## config.mk

```make
export PLATFORM = sky130hd
export DESIGN_NAME = cic_decim_ctrl
export DESIGN_NICKNAME = d
export VERILOG_FILES = /design/src/rtl/cic_decim_ctrl.sv
export SDC_FILE = /design/constraint.sdc
export NUM_CORES = 1
export LEC_CHECK = 0
export CORE_UTILIZATION = 44
export DETAILED_ROUTE_END_ITERATION = 16
export GPL_ROUTABILITY_DRIVEN = 0
export GPL_TIMING_DRIVEN = 1
export PLACE_DENSITY = 0.77
export SETUP_SLACK_MARGIN = 0.3
export SLEW_MARGIN = 20
export SYNTH_ARGS = -nofsm -noshare
export SYNTH_HDL_FRONTEND = slang
export SYNTH_SLANG_ARGS = --single-unit
```

## constraint.sdc

```tcl
create_clock -name i_clk -period 2.5 [get_ports i_clk]
set_clock_uncertainty 0.05 [all_clocks]
set_input_delay 0.25 -clock i_clk [delete_from_list [all_inputs] [get_ports i_clk]]
set_output_delay 0.25 -clock i_clk [all_outputs]
set_load 0.01 [all_outputs]
```

## src/rtl/cic_decim_ctrl.sv

```systemverilog
// cic_decim_ctrl: sequencing controller for a 5-stage CIC decimator.
// Owns the CIC reset and ratio inputs and takes ratio changes over a
// valid/ready config port, rejecting out-of-range ratios. Every start or
// ratio change flushes the CIC and discards the transient output samples.
// The CIC d_clk/d_out pair is re-timed into a one-cycle out_valid/out_data stream.
//
// Ports:
//   i_clk, i_rst          clock, synchronous active-high reset
//   i_enable              level-sensitive run request
//   i_cfg_valid/o_cfg_ready, i_cfg_ratio[15:0]   ratio config handshake
//   o_cfg_err             one-cycle pulse on a rejected ratio
//   o_cic_rst, o_cic_ratio[15:0]                  drive the CIC
//   i_cic_dclk, i_cic_dout[7:0]                   CIC output strobe and data
//   o_out_valid, o_out_data[7:0]                  re-timed sample stream
//   o_busy                high in FLUSH or SETTLE
//   o_state[1:0]          IDLE=0 FLUSH=1 SETTLE=2 RUN=3
//
// Optional feature macro CIC_DECIM_CTRL_STATS_EN adds the o_sample_cnt[31:0]
// and o_reject_cnt[7:0] statistics outputs.
module cic_decim_ctrl #(
    parameter logic [15:0] DEFAULT_RATIO  = 16'd16,
    parameter logic [15:0] MIN_RATIO      = 16'd2,
    parameter logic [15:0] MAX_RATIO      = 16'd4096,
    parameter int unsigned RST_CYCLES     = 4,
    parameter int unsigned SETTLE_SAMPLES = 6
) (
    input  logic               i_clk,
    input  logic               i_rst,
    input  logic               i_enable,
    input  logic               i_cfg_valid,
    output logic               o_cfg_ready,
    input  logic [15:0]        i_cfg_ratio,
    output logic               o_cfg_err,
    output logic               o_cic_rst,
    output logic [15:0]        o_cic_ratio,
    input  logic               i_cic_dclk,
    input  logic signed [7:0]  i_cic_dout,
    output logic               o_out_valid,
    output logic signed [7:0]  o_out_data,
    output logic               o_busy,
`ifdef CIC_DECIM_CTRL_STATS_EN
    output logic [31:0]        o_sample_cnt,
    output logic [7:0]         o_reject_cnt,
`endif
    output logic [1:0]         o_state
);

    localparam int unsigned CNT_W = 8;

    typedef enum logic [1:0] {
        S_IDLE   = 2'd0,
        S_FLUSH  = 2'd1,
        S_SETTLE = 2'd2,
        S_RUN    = 2'd3
    } state_t;

    state_t             r_state;
    state_t             w_next;
    logic [CNT_W-1:0]   r_cnt;
    logic [CNT_W-1:0]   w_cnt_next;
    logic               r_dclk_q;
    logic               w_edge;
    logic               w_cfg_ready;
    logic               w_xfer;
    logic               w_in_range;
    logic               w_xfer_ok;
    logic               w_xfer_bad;
    logic               w_valid_next;
    logic               r_cic_rst;
    logic [15:0]        r_cic_ratio;
    logic               r_out_valid;
    logic signed [7:0]  r_out_data;
    logic               r_cfg_err;
    logic               r_busy;

    // Config handshake decode
    assign w_cfg_ready = (r_state == S_IDLE) || (r_state == S_RUN);
    assign w_xfer      = i_cfg_valid & w_cfg_ready;
    assign w_in_range  = (i_cfg_ratio >= MIN_RATIO) && (i_cfg_ratio <= MAX_RATIO);
    assign w_xfer_ok   = w_xfer & w_in_range;
    assign w_xfer_bad  = w_xfer & ~w_in_range;

    // Rising edge of the CIC output strobe; history is held low during FLUSH
    assign w_edge = i_cic_dclk & ~r_dclk_q;

    // Next-state, shared flush/settle counter, and output strobe request
    always_comb begin
        w_next       = r_state;
        w_cnt_next   = r_cnt;
        w_valid_next = 1'b0;
        case (r_state)
            S_IDLE: begin
                w_cnt_next = '0;
                if (i_enable && !w_xfer_ok) begin
                    w_next = S_FLUSH;
                end
            end
            S_FLUSH: begin
                if (!i_enable) begin
                    w_next     = S_IDLE;
                    w_cnt_next = '0;
                end else if (r_cnt == CNT_W'(RST_CYCLES - 1)) begin
                    w_next     = S_SETTLE;
                    w_cnt_next = '0;
                end else begin
                    w_cnt_next = r_cnt + CNT_W'(1);
                end
            end
            S_SETTLE: begin
                if (!i_enable) begin
                    w_next     = S_IDLE;
                    w_cnt_next = '0;
                end else if (w_edge) begin
                    // The SETTLE_SAMPLES-th strobe is itself discarded
                    if (r_cnt == CNT_W'(SETTLE_SAMPLES - 1)) begin
                        w_next     = S_RUN;
                        w_cnt_next = '0;
                    end else begin
                        w_cnt_next = r_cnt + CNT_W'(1);
                    end
                end
            end
            S_RUN: begin
                w_cnt_next = '0;
                if (!i_enable) begin
                    w_next = S_IDLE;
                end else begin
                    // A strobe in the ratio-change cycle is still delivered
                    w_valid_next = w_edge;
                    if (w_xfer_ok) begin
                        w_next = S_FLUSH;
                    end
                end
            end
            default: begin
                w_next     = S_IDLE;
                w_cnt_next = '0;
            end
        endcase
    end

    // State register and registered outputs
    always_ff @(posedge i_clk) begin
        if (i_rst) begin
            r_state     <= S_IDLE;
            r_cnt       <= '0;
            r_dclk_q    <= 1'b0;
            r_cic_rst   <= 1'b1;
            r_cic_ratio <= DEFAULT_RATIO;
            r_out_valid <= 1'b0;
            r_out_data  <= '0;
            r_cfg_err   <= 1'b0;
            r_busy      <= 1'b0;
        end else begin
            r_state     <= w_next;
            r_cnt       <= w_cnt_next;
            r_dclk_q    <= (r_state == S_FLUSH) ? 1'b0 : i_cic_dclk;
            r_cic_rst   <= (w_next == S_IDLE) || (w_next == S_FLUSH);
            r_busy      <= (w_next == S_FLUSH) || (w_next == S_SETTLE);
            r_out_valid <= w_valid_next;
            r_cfg_err   <= w_xfer_bad;
            if (w_valid_next) begin
                r_out_data <= i_cic_dout;
            end
            if (w_xfer_ok) begin
                r_cic_ratio <= i_cfg_ratio;
            end
        end
    end

`ifdef CIC_DECIM_CTRL_STATS_EN
    logic [31:0] r_sample_cnt;
    logic [7:0]  r_reject_cnt;

    // Saturating statistics; sample count restarts with every flush
    always_ff @(posedge i_clk) begin
        if (i_rst) begin
            r_sample_cnt <= '0;
            r_reject_cnt <= '0;
        end else begin
            if ((w_next == S_FLUSH) && (r_state != S_FLUSH)) begin
                r_sample_cnt <= '0;
            end else if (r_out_valid && (r_sample_cnt != 32'hFFFF_FFFF)) begin
                r_sample_cnt <= r_sample_cnt + 32'd1;
            end
            if (w_xfer_bad && (r_reject_cnt != 8'hFF)) begin
                r_reject_cnt <= r_reject_cnt + 8'd1;
            end
        end
    end

    assign o_sample_cnt = r_sample_cnt;
    assign o_reject_cnt = r_reject_cnt;
`endif

    assign o_cfg_ready = w_cfg_ready;
    assign o_cfg_err   = r_cfg_err;
    assign o_cic_rst   = r_cic_rst;
    assign o_cic_ratio = r_cic_ratio;
    assign o_out_valid = r_out_valid;
    assign o_out_data  = r_out_data;
    assign o_busy      = r_busy;
    assign o_state     = r_state;

endmodule

```

Yosys cells after proc, flatten, opt, wreduce, memory -nomap -nowiden
Cells that the tools add are included.
{ "classes": {"addsub": 1, "order_cmp": 2, "n_eq_ne": 8, "n_mux": 17, "bitwise_logic": 6, "reduce_logical": 10} }
{ "op_table": {"columns": ["op", "n"], "rows": [
  ["8-bit 2-to-1 mux", 5],
  ["8-bit case mux with 3 select lines", 1],
  ["16-bit by 2-bit >= comparator with 1-bit output (second input constant)", 1],
  ["16-bit by 13-bit less-or-equal comparator with 1-bit output (second input constant)", 1],
  ["2-bit 2-to-1 mux", 8],
  ["8-bit by 1-bit adder with 8-bit output (second input constant)", 1],
  ["8-bit by 2-bit == test with 1-bit output (second input constant)", 1],
  ["8-bit by 3-bit == test with 1-bit output (second input constant)", 1],
  ["2-bit case mux with 4 select lines", 1],
  ["2-bit == test (second input constant)", 3],
  ["1-bit AND", 4],
  ["2-bit by 1-bit == test with 1-bit output (second input constant)", 2],
  ["2-bit logical NOT", 2],
  ["2-bit OR reduction", 2],
  ["1-bit logical OR", 3],
  ["3-bit != test (second input constant)", 1],
  ["1-bit logical AND", 2],
  ["1-bit 2-to-1 mux", 2],
  ["1-bit NOT", 2],
  ["1-bit logical NOT", 1]
]} }
{ "word_totals": {"regBits": 39, "input_bits": 29, "output_inout_bits": 31, "wordCells": 53} }

Depth between registers and ports, before layout
Gate-level depths: netlist of run 1.
{ "logic_depth": {"depth_word": 10, "ltp_mapped": 9, "depth_no_buf": 9} }

Worst setup path after synthesis of run 1
No wires, ideal clock.
{ "synth_path": {"path_kind": "register to register", "startpoint": "register r_state[0] (netlist: o_state[0])", "endpoint": "register r_busy (netlist: o_busy)", "setup_time_ns": 0.128, "arrival_ns": 2.099, "required_time_ns": 2.322, "slack_ns": 0.224, "path_stages_with_launch": 10, "cell_sequence": "dfxtp_1 -> inv_1 -> ha_1 -> nand2b_1 -> nor3_1 -> mux2i_4 -> and4_1 -> a311oi_2 -> xnor2_1 -> nor2_1"} }
{ "synth_via": {"elab_chain_len": 10, "elab_cells_between_ends": 21, "cone_classes": "5 x eq/ne; 9 x mux; 2 x bitwise; 5 x reduce/logical"} }
{ "synth_lines": {"columns": ["item", "line", "rtl"], "rows": [
  ["from (decl)", "57", "state_t r_state;"],
  ["from (signal assigned)", "155", "r_state <= w_next;"],
  ["2-bit == test / 2-bit logical NOT (equally long branches)", "77, 91", null],
  ["1-bit logical OR", "77", "assign w_cfg_ready = (r_state == S_IDLE) || (r_state == S_RUN);"],
  ["1-bit AND", "78", "assign w_xfer = i_cfg_valid & w_cfg_ready;"],
  ["1-bit AND", "80", "assign w_xfer_ok = w_xfer & w_in_range;"],
  ["1-bit logical NOT", "94", "if (i_enable && !w_xfer_ok) begin"],
  ["1-bit logical AND", "94", null],
  ["2-bit 2-to-1 mux", "94", null],
  ["2-bit case mux with 4 select lines (*)", "91", "case (r_state)"],
  ["2-bit by 1-bit == test with 1-bit output / 2-bit == test (equally long branches)", "159", "r_busy <= (w_next == S_FLUSH) || (w_next == S_SETTLE);"],
  ["1-bit logical OR (*)", "159", null],
  ["to (signal assigned)", "159", null],
  ["to (decl)", "74", "logic r_busy;"]
]} }
Mark *: on every way between the ends. The rest lies on a longest branch, timed or not.
A chain may end at the register's enable or synchronous reset.

Worst setup path in the final report of run 1
{ "layout_path": {"startpoint": "register r_cnt[7]", "endpoint": "register r_busy (netlist: o_busy)"} }
{ "layout_via": {"elab_chain_len": 7, "elab_cells_between_ends": 11, "cone_classes": "4 x eq/ne; 6 x mux; 1 x reduce/logical"} }
{ "layout_lines": {"columns": ["item", "line", "rtl"], "rows": [
  ["from (decl)", "59", "logic [CNT_W-1:0] r_cnt;"],
  ["from (signal assigned)", "156", "r_cnt <= w_cnt_next;"],
  ["8-bit by 3-bit == test with 1-bit output", "115", "if (r_cnt == CNT_W'(SETTLE_SAMPLES - 1)) begin"],
  ["2-bit 2-to-1 mux", "115", null],
  ["2-bit 2-to-1 mux", "113", "end else if (w_edge) begin"],
  ["2-bit 2-to-1 mux", "110", "if (!i_enable) begin"],
  ["2-bit case mux with 4 select lines (*)", "91", null],
  ["2-bit by 1-bit == test with 1-bit output / 2-bit == test (equally long branches)", "159", null],
  ["1-bit logical OR (*)", "159", null]
]} }
Marked as above.

==> results of run 1 <==
## cells in the final DEF (no fill, tap or decap), types with 3 or more instances in the layout
cell type	synthesis	routed
buf_4	0	8
nand3_1	4	3
o21ai_0	4	4
inv_1	6	6
xor2_1	5	5
nor2_1	28	28
dfxtp_1	39	35
and2_1	3	3
nand2_1	24	24
mux2i_1	13	12
clkdlybuf4s50_1	0	59
dfxtp_2	0	3
a21oi_1	10	10
clkbuf_8	0	6
ha_1	6	6
## sequential cells by signal, indices dropped and copies added, names as in the netlist
register     count
o_cic_ratio     16
o_out_data       8
r_cnt            8
o_state          2
o_busy           1
o_cfg_err        1
o_cic_rst        1
o_out_valid      1
r_dclk_q         1
## routing by layer
| layer | up-vias | share of wire [%] | GRT usage (%) |
|---|---|---|---|
| li1 | 769 | - | - |
| met1 | 673 | 45 | 23.77 |
| met2 | 49 | 45 | 30.79 |
| met3 | 6 | 8.7 | 8.036 |
| met4 | 0 | 0.90 | 5.000 |
| met5 | - | 0 | 0 |
## final timing paths
check / end / slack (ns) / depth (start not counted)
setup / recovery: o_busy / 0.36 / 7
hold / removal: o_out_data[3] / 0.40 / 2
setup reg to reg: o_busy / 0.36 / 7
hold reg to reg: o_out_data[3] / 0.40 / 2
## worst max-delay path, delay by kind of cell (launching register included)
| family | cells | cell delay, ns |
|---|---|---|
| xor+xnor | 1 | 0.15 |
| compound gates | 2 | 0.63 |
| simple gates | 4 | 0.84 |
| flops | 1 | 0.33 |
## where the power goes
| part | switching [mW] | internal (mW) | total, mW |
|---|---|---|---|
| sequential | 0.00427 | 0.629 | 0.633 |
| clock | 0.216 | 0.323 | 0.538 |
| combinational | 0.0585 | 0.0826 | 0.141 |
## metrics by stage
stage / setup WS (ns) / total power, mW
2_1_floorplan: 0.3335 / 0.7021
3_3_place_gp: 0.2029 / 0.7768
3_5_place_dp: 0.1319 / 0.7769
4_1_cts: 0.3221 / 1.312
5_1_grt: 0.2627 / 1.370
6_report: 0.3567 / 1.313
## final cells by class
class	instances	area (sq um)	share of cell area, %
Multi-Input combinational cell	136	915.9	35.85
Sequential cell	39	788.3	30.85
Timing Repair Buffer	67	650.6	25.47
Clock buffer	6	82.58	3.232
Tap cell	48	60.06	2.351
Clock inverter	2	35.03	1.371
Inverter	6	22.52	0.8815
## logic make-up after synthesis
group / Yosys count / synth area share [%]
buffers and inverters: 12 / 2.788
xor gates and xnor gates: 7 / 3.595
AOI/OAI and AO/OA: 22 / 9.392
muxes: 15 / 9.611
adders and majority gates: 6 / 4.402
DFF: 39 / 45.78
and+or+nand+nor: 86 / 24.43
## repair_timing
item | CTS | global route
pin swaps | 2 | 9
endpoints found under the setup margin | 1 | 2
hold buffers | 0 | 0
gates resized for setup | 1 | 8
setup buffers | 0 | 5
==> impl_metrics.json, run 1 <==
{
  "status": "finished, final reports clean",
  "drv_slew": 0,
  "rsz0062_at_grt": "true",
  "antenna_found_initial": 0,
  "fp.dieArea_sq_um": 4129,
  "yosys_most_used_dff": "dfxtp_1",
  "ys_top_cells_by_count": "dfxtp_1 (39), nor2_1 (28), nand2_1 (24)",
  "grt_max_degree": 19,
  "path_cells": "or4_4 -> nor2_4 -> nand3b_1 -> a311o_1 -> a221oi_4 -> xnor2_1 -> nor2_1",
  "vias": 1497,
  "cp-end-kind": "flip-flop",
  "hold_ws_ns": 0.4046,
  "cp.required_ns": 2.60,
  "fillers": 323,
  "viasPerCell": 4.924,
  "startpoint": "r_cnt[7]",
  "clk_pin_slew_ns": 0.07,
  "clockRootBuffer": "clkbuf_8",
  "hpwl_microns": 2745,
  "reg2reg_from": "r_cnt[7]",
  "placed_cell_area_sq_um": 2365,
  "cts_tree": "built",
  "synth_area_leader_cell": "dfxtp_1",
  "syn_area_per_cell_sq_um": 9.120,
  "die_h_microns": 64.26,
  "core_sq_um": 3689,
  "finalSetupViolCount": 0,
  "ios": 60,
  "clock_latency_ns": 0.29,
  "drtPass1Iterations": 4,
  "maxSlewHeadroom_pct": 54.56,
  "finalWirelength_microns": 3765,
  "fin_util_pct": 69.27,
  "rows": 22,
  "drt_iter0_drc": 106,
  "fin_setup_tns_ns": 0,
  "placed_cells": 291,
  "diodes": 0,
  "synth_area_leaders": "dfxtp_1 (46%), mux2i_1 (7.6%), nor2_1 (6.2%)",
  "worstPathMaxFanout": 3,
  "overflow": 0,
  "fp.dieW_microns": 64.26,
  "arrival_ns": 2.25,
  "cp_slowest_cell": "or4_4",
  "worst_pin_slew_ns": 0.6795,
  "drt.antenna.violating_nets": 0,
  "synth_area_sq_um": 1705,
  "async_reset_ff_share_pct": 0,
  "cts_num_sinks": 39,
  "io_buffer_count": 59,
  "hold_viol": 0,
  "drv_cap": 0,
  "cp-start-kind": "flip-flop",
  "area_growth_pct": 49.82,
  "synth_seq_cells": 39,
  "slowest_delay_ns": 0.55,
  "yosys.area.top_type_share_pct": 45.78,
  "synth_cells": 187,
  "numCtsBuffers": 5,
  "layout-drive-gt1-share_pct": 13.28,
  "ys.warnings.count": 0,
  "synth_edf_count": 0,
  "clockBufferDepth": 2,
  "min_period_ns": 2.143,
  "leakage_nw": 1.030,
  "start_util_pct": 46.23,
  "track_usage_pct": 19.29,
  "design_area_sq_um": 2555,
  "cts.htree.levels": 2,
  "cellPowerDensity_nw_per_um2": 513.8,
  "max_freq_mhz": 466.6,
  "synth.most_common_cell": "dfxtp_1",
  "nNetsFinal": 290,
  "grt_pass1_wl_microns": 6182,
  "seq_area_frac_synth_pct": 45.78,
  "fin_cells": 304,
  "grt_pass1_vias": 1394,
  "worstHoldPathType": "reg -> reg",
  "irDropWorstVdd_mv": 0.3475,
  "wl_per_cell_microns": 12.38,
  "worstSetupPathType": "reg -> reg",
  "syn_nets": 222,
  "min_period_over_period_pct": 85.73,
  "yosysUniqueCellTypes": 38,
  "min_from": "o_out_data[3]",
  "post-route-drc-count": 0
}
No activity file was read; power rests on OpenSTA's default activity.
==> run 2: changes to the inputs <==
Settings changed: TNS_END_PERCENT set to 10.
==> results of run 2 <==
Same layout as run 1: the final DEF is identical, and so are final timing and power.
==> run 3: changes to the inputs <==
Settings changed: ABC_CLOCK_PERIOD_IN_PS set to 2500, CAP_MARGIN set to 20, MAX_ROUTING_LAYER set to met4.
==> run 3 against run 2 <==
First-iteration DRC count increased by 7.5%. Cell count unchanged. Setup slack improved by 0.00069 ns. Largest power group unchanged. Highest routed layer unchanged.
==> impl_metrics.json, run 3 (synthesis results as in run 1) <==
{
  "min_period_over_period_pct": 85.71,
  "hold_ws_ns": 0.4046,
  "post-route-drc-count": 0,
  "layout-drive-gt1-share_pct": 13.28,
  "vias": 1489,
  "arrival_ns": 2.25,
  "fin_setup_tns_ns": 0,
  "grt_pass1_wl_microns": 6182,
  "io_buffer_count": 59,
  "maxSlewHeadroom_pct": 54.62,
  "core_sq_um": 3689,
  "cp-start-kind": "flip-flop",
  "worst_pin_slew_ns": 0.6785,
  "area_growth_pct": 49.82,
  "placed_cells": 291,
  "cp_num_buf_inv": 0,
  "worstPathMaxFanout": 3,
  "final_cell_mix": "clkdlybuf4s50_1 (59), dfxtp_1 (35), nor2_1 (28)",
  "track_usage_pct": 19.82,
  "fin_cells": 304,
  "grt_max_degree": 19,
  "diodes": 0,
  "worstHoldPathType": "reg -> reg",
  "routed-wl-met3_microns": 283,
  "viasPerCell": 4.898,
  "finalWirelength_microns": 3781,
  "cts_num_sinks": 39,
  "cp.required_ns": 2.60,
  "power_mw": 1.313,
  "place_ws_ns": 0.1319,
  "min_period_ns": 2.143,
  "largest_register_ffs": 16,
  "fin_ws_ns": 0.3574,
  "hold_viol": 0,
  "cellPowerDensity_nw_per_um2": 513.7,
  "drt_iter0_drc": 114,
  "cts.htree.levels": 2,
  "final_common_cell": "clkdlybuf4s50_1",
  "path_cells": "or4_4 -> nor2_4 -> nand3b_1 -> a311o_1 -> a221oi_4 -> xnor2_1 -> nor2_1",
  "drtPass1Iterations": 4,
  "grt_pass1_vias": 1394,
  "rsz0062_at_grt": "true",
  "drv_slew": 0,
  "rows": 22,
  "ff2ff_path_depth": 7,
  "placed_cell_area_sq_um": 2365,
  "fp.dieW_microns": 64.26,
  "nNetsFinal": 290,
  "antenna_found_initial": 0,
  "numCtsBuffers": 5,
  "cp-end-kind": "flip-flop",
  "status": "finished, final reports clean",
  "clock_latency_ns": 0.29,
  "crit_family": "simple AND/OR/NAND/NOR gates",
  "die_h_microns": 64.26,
  "clk_pin_slew_ns": 0.07,
  "wl_per_cell_microns": 12.44,
  "finalSetupViolCount": 0,
  "fp.dieArea_sq_um": 4129,
  "topRoutingLayerUsed": "met4",
  "start_util_pct": 46.23,
  "slowest_delay_ns": 0.55,
  "design_area_sq_um": 2555,
  "clockBufferDepth": 2,
  "drv_cap": 0,
  "drt.antenna.violating_nets": 0,
  "irDropWorstVdd_mv": 0.3468,
  "drt-met1-wl_microns": 1740,
  "overflow": 0,
  "ios": 60,
  "worstSetupPathType": "reg -> reg",
  "cp_slowest_cell": "or4_4",
  "leakage_nw": 1.030,
  "max_freq_mhz": 466.7,
  "wl_met2_microns": 1727,
  "hpwl_microns": 2745,
  "whs_path_depth": 2,
  "fin_util_pct": 69.27,
  "cp.depth": 7,
  "cts_tree": "built",
  "clockRootBuffer": "clkbuf_8"
}
## run 3: cell counts in the layout (fill, tap and decap cells not counted)
Identical to the previous run, type by type.
## run 3: timing repair
| item | in CTS | in global routing |
|---|---|---|
| buffers inserted | 0 | 5 |
| hold buffers | 0 | 0 |
| gates resized for setup | 1 | 8 |
| pin swaps | 2 | 9 |
| setup endpoints to repair | 1 | 2 |
| endpoints found under the hold margin | 0 | 0 |
| gates cloned | 0 | 0 |
## run 3: area by class of cell
cell class	count	area, sq um
Sequential cell	39	788.3
Clock buffer	6	82.58
Timing Repair Buffer	67	650.6
Tap cell	48	60.06
Inverter	6	22.52
Multi-Input combinational cell	136	915.9
Clock inverter	2	35.03
Fill cell	323	1134
## run 3: final timing paths
| path | from | end | slack [ns] |
|---|---|---|---|
| hold reg to reg | o_out_data[3] | o_out_data[3] | 0.40 |
| setup / recovery | r_cnt[7] | o_busy | 0.36 |
| hold / removal | o_out_data[3] | o_out_data[3] | 0.40 |
| setup reg to reg | r_cnt[7] | o_busy | 0.36 |
## run 3: worst reg2reg max path: stages, from the launching register on
cell	delay, ns
dfxtp_2	0.33
or4_4	0.55
nor2_4	0.15
nand3b_1	0.09
a311o_1	0.35
a221oi_4	0.29
xnor2_1	0.15
nor2_1	0.05
## run 3: where the power goes
part	total [mW]	internal, mW	switching (mW)
sequential	0.633	0.629	0.00431
combinational	0.141	0.0826	0.0584
clock	0.538	0.323	0.215
## run 3: layer usage
metal,track usage (%),vias to the layer above
met1,24.53,672
met3,6.964,3
met5,-,-
met2,30.66,46
li1,-,768
met4,5.000,0
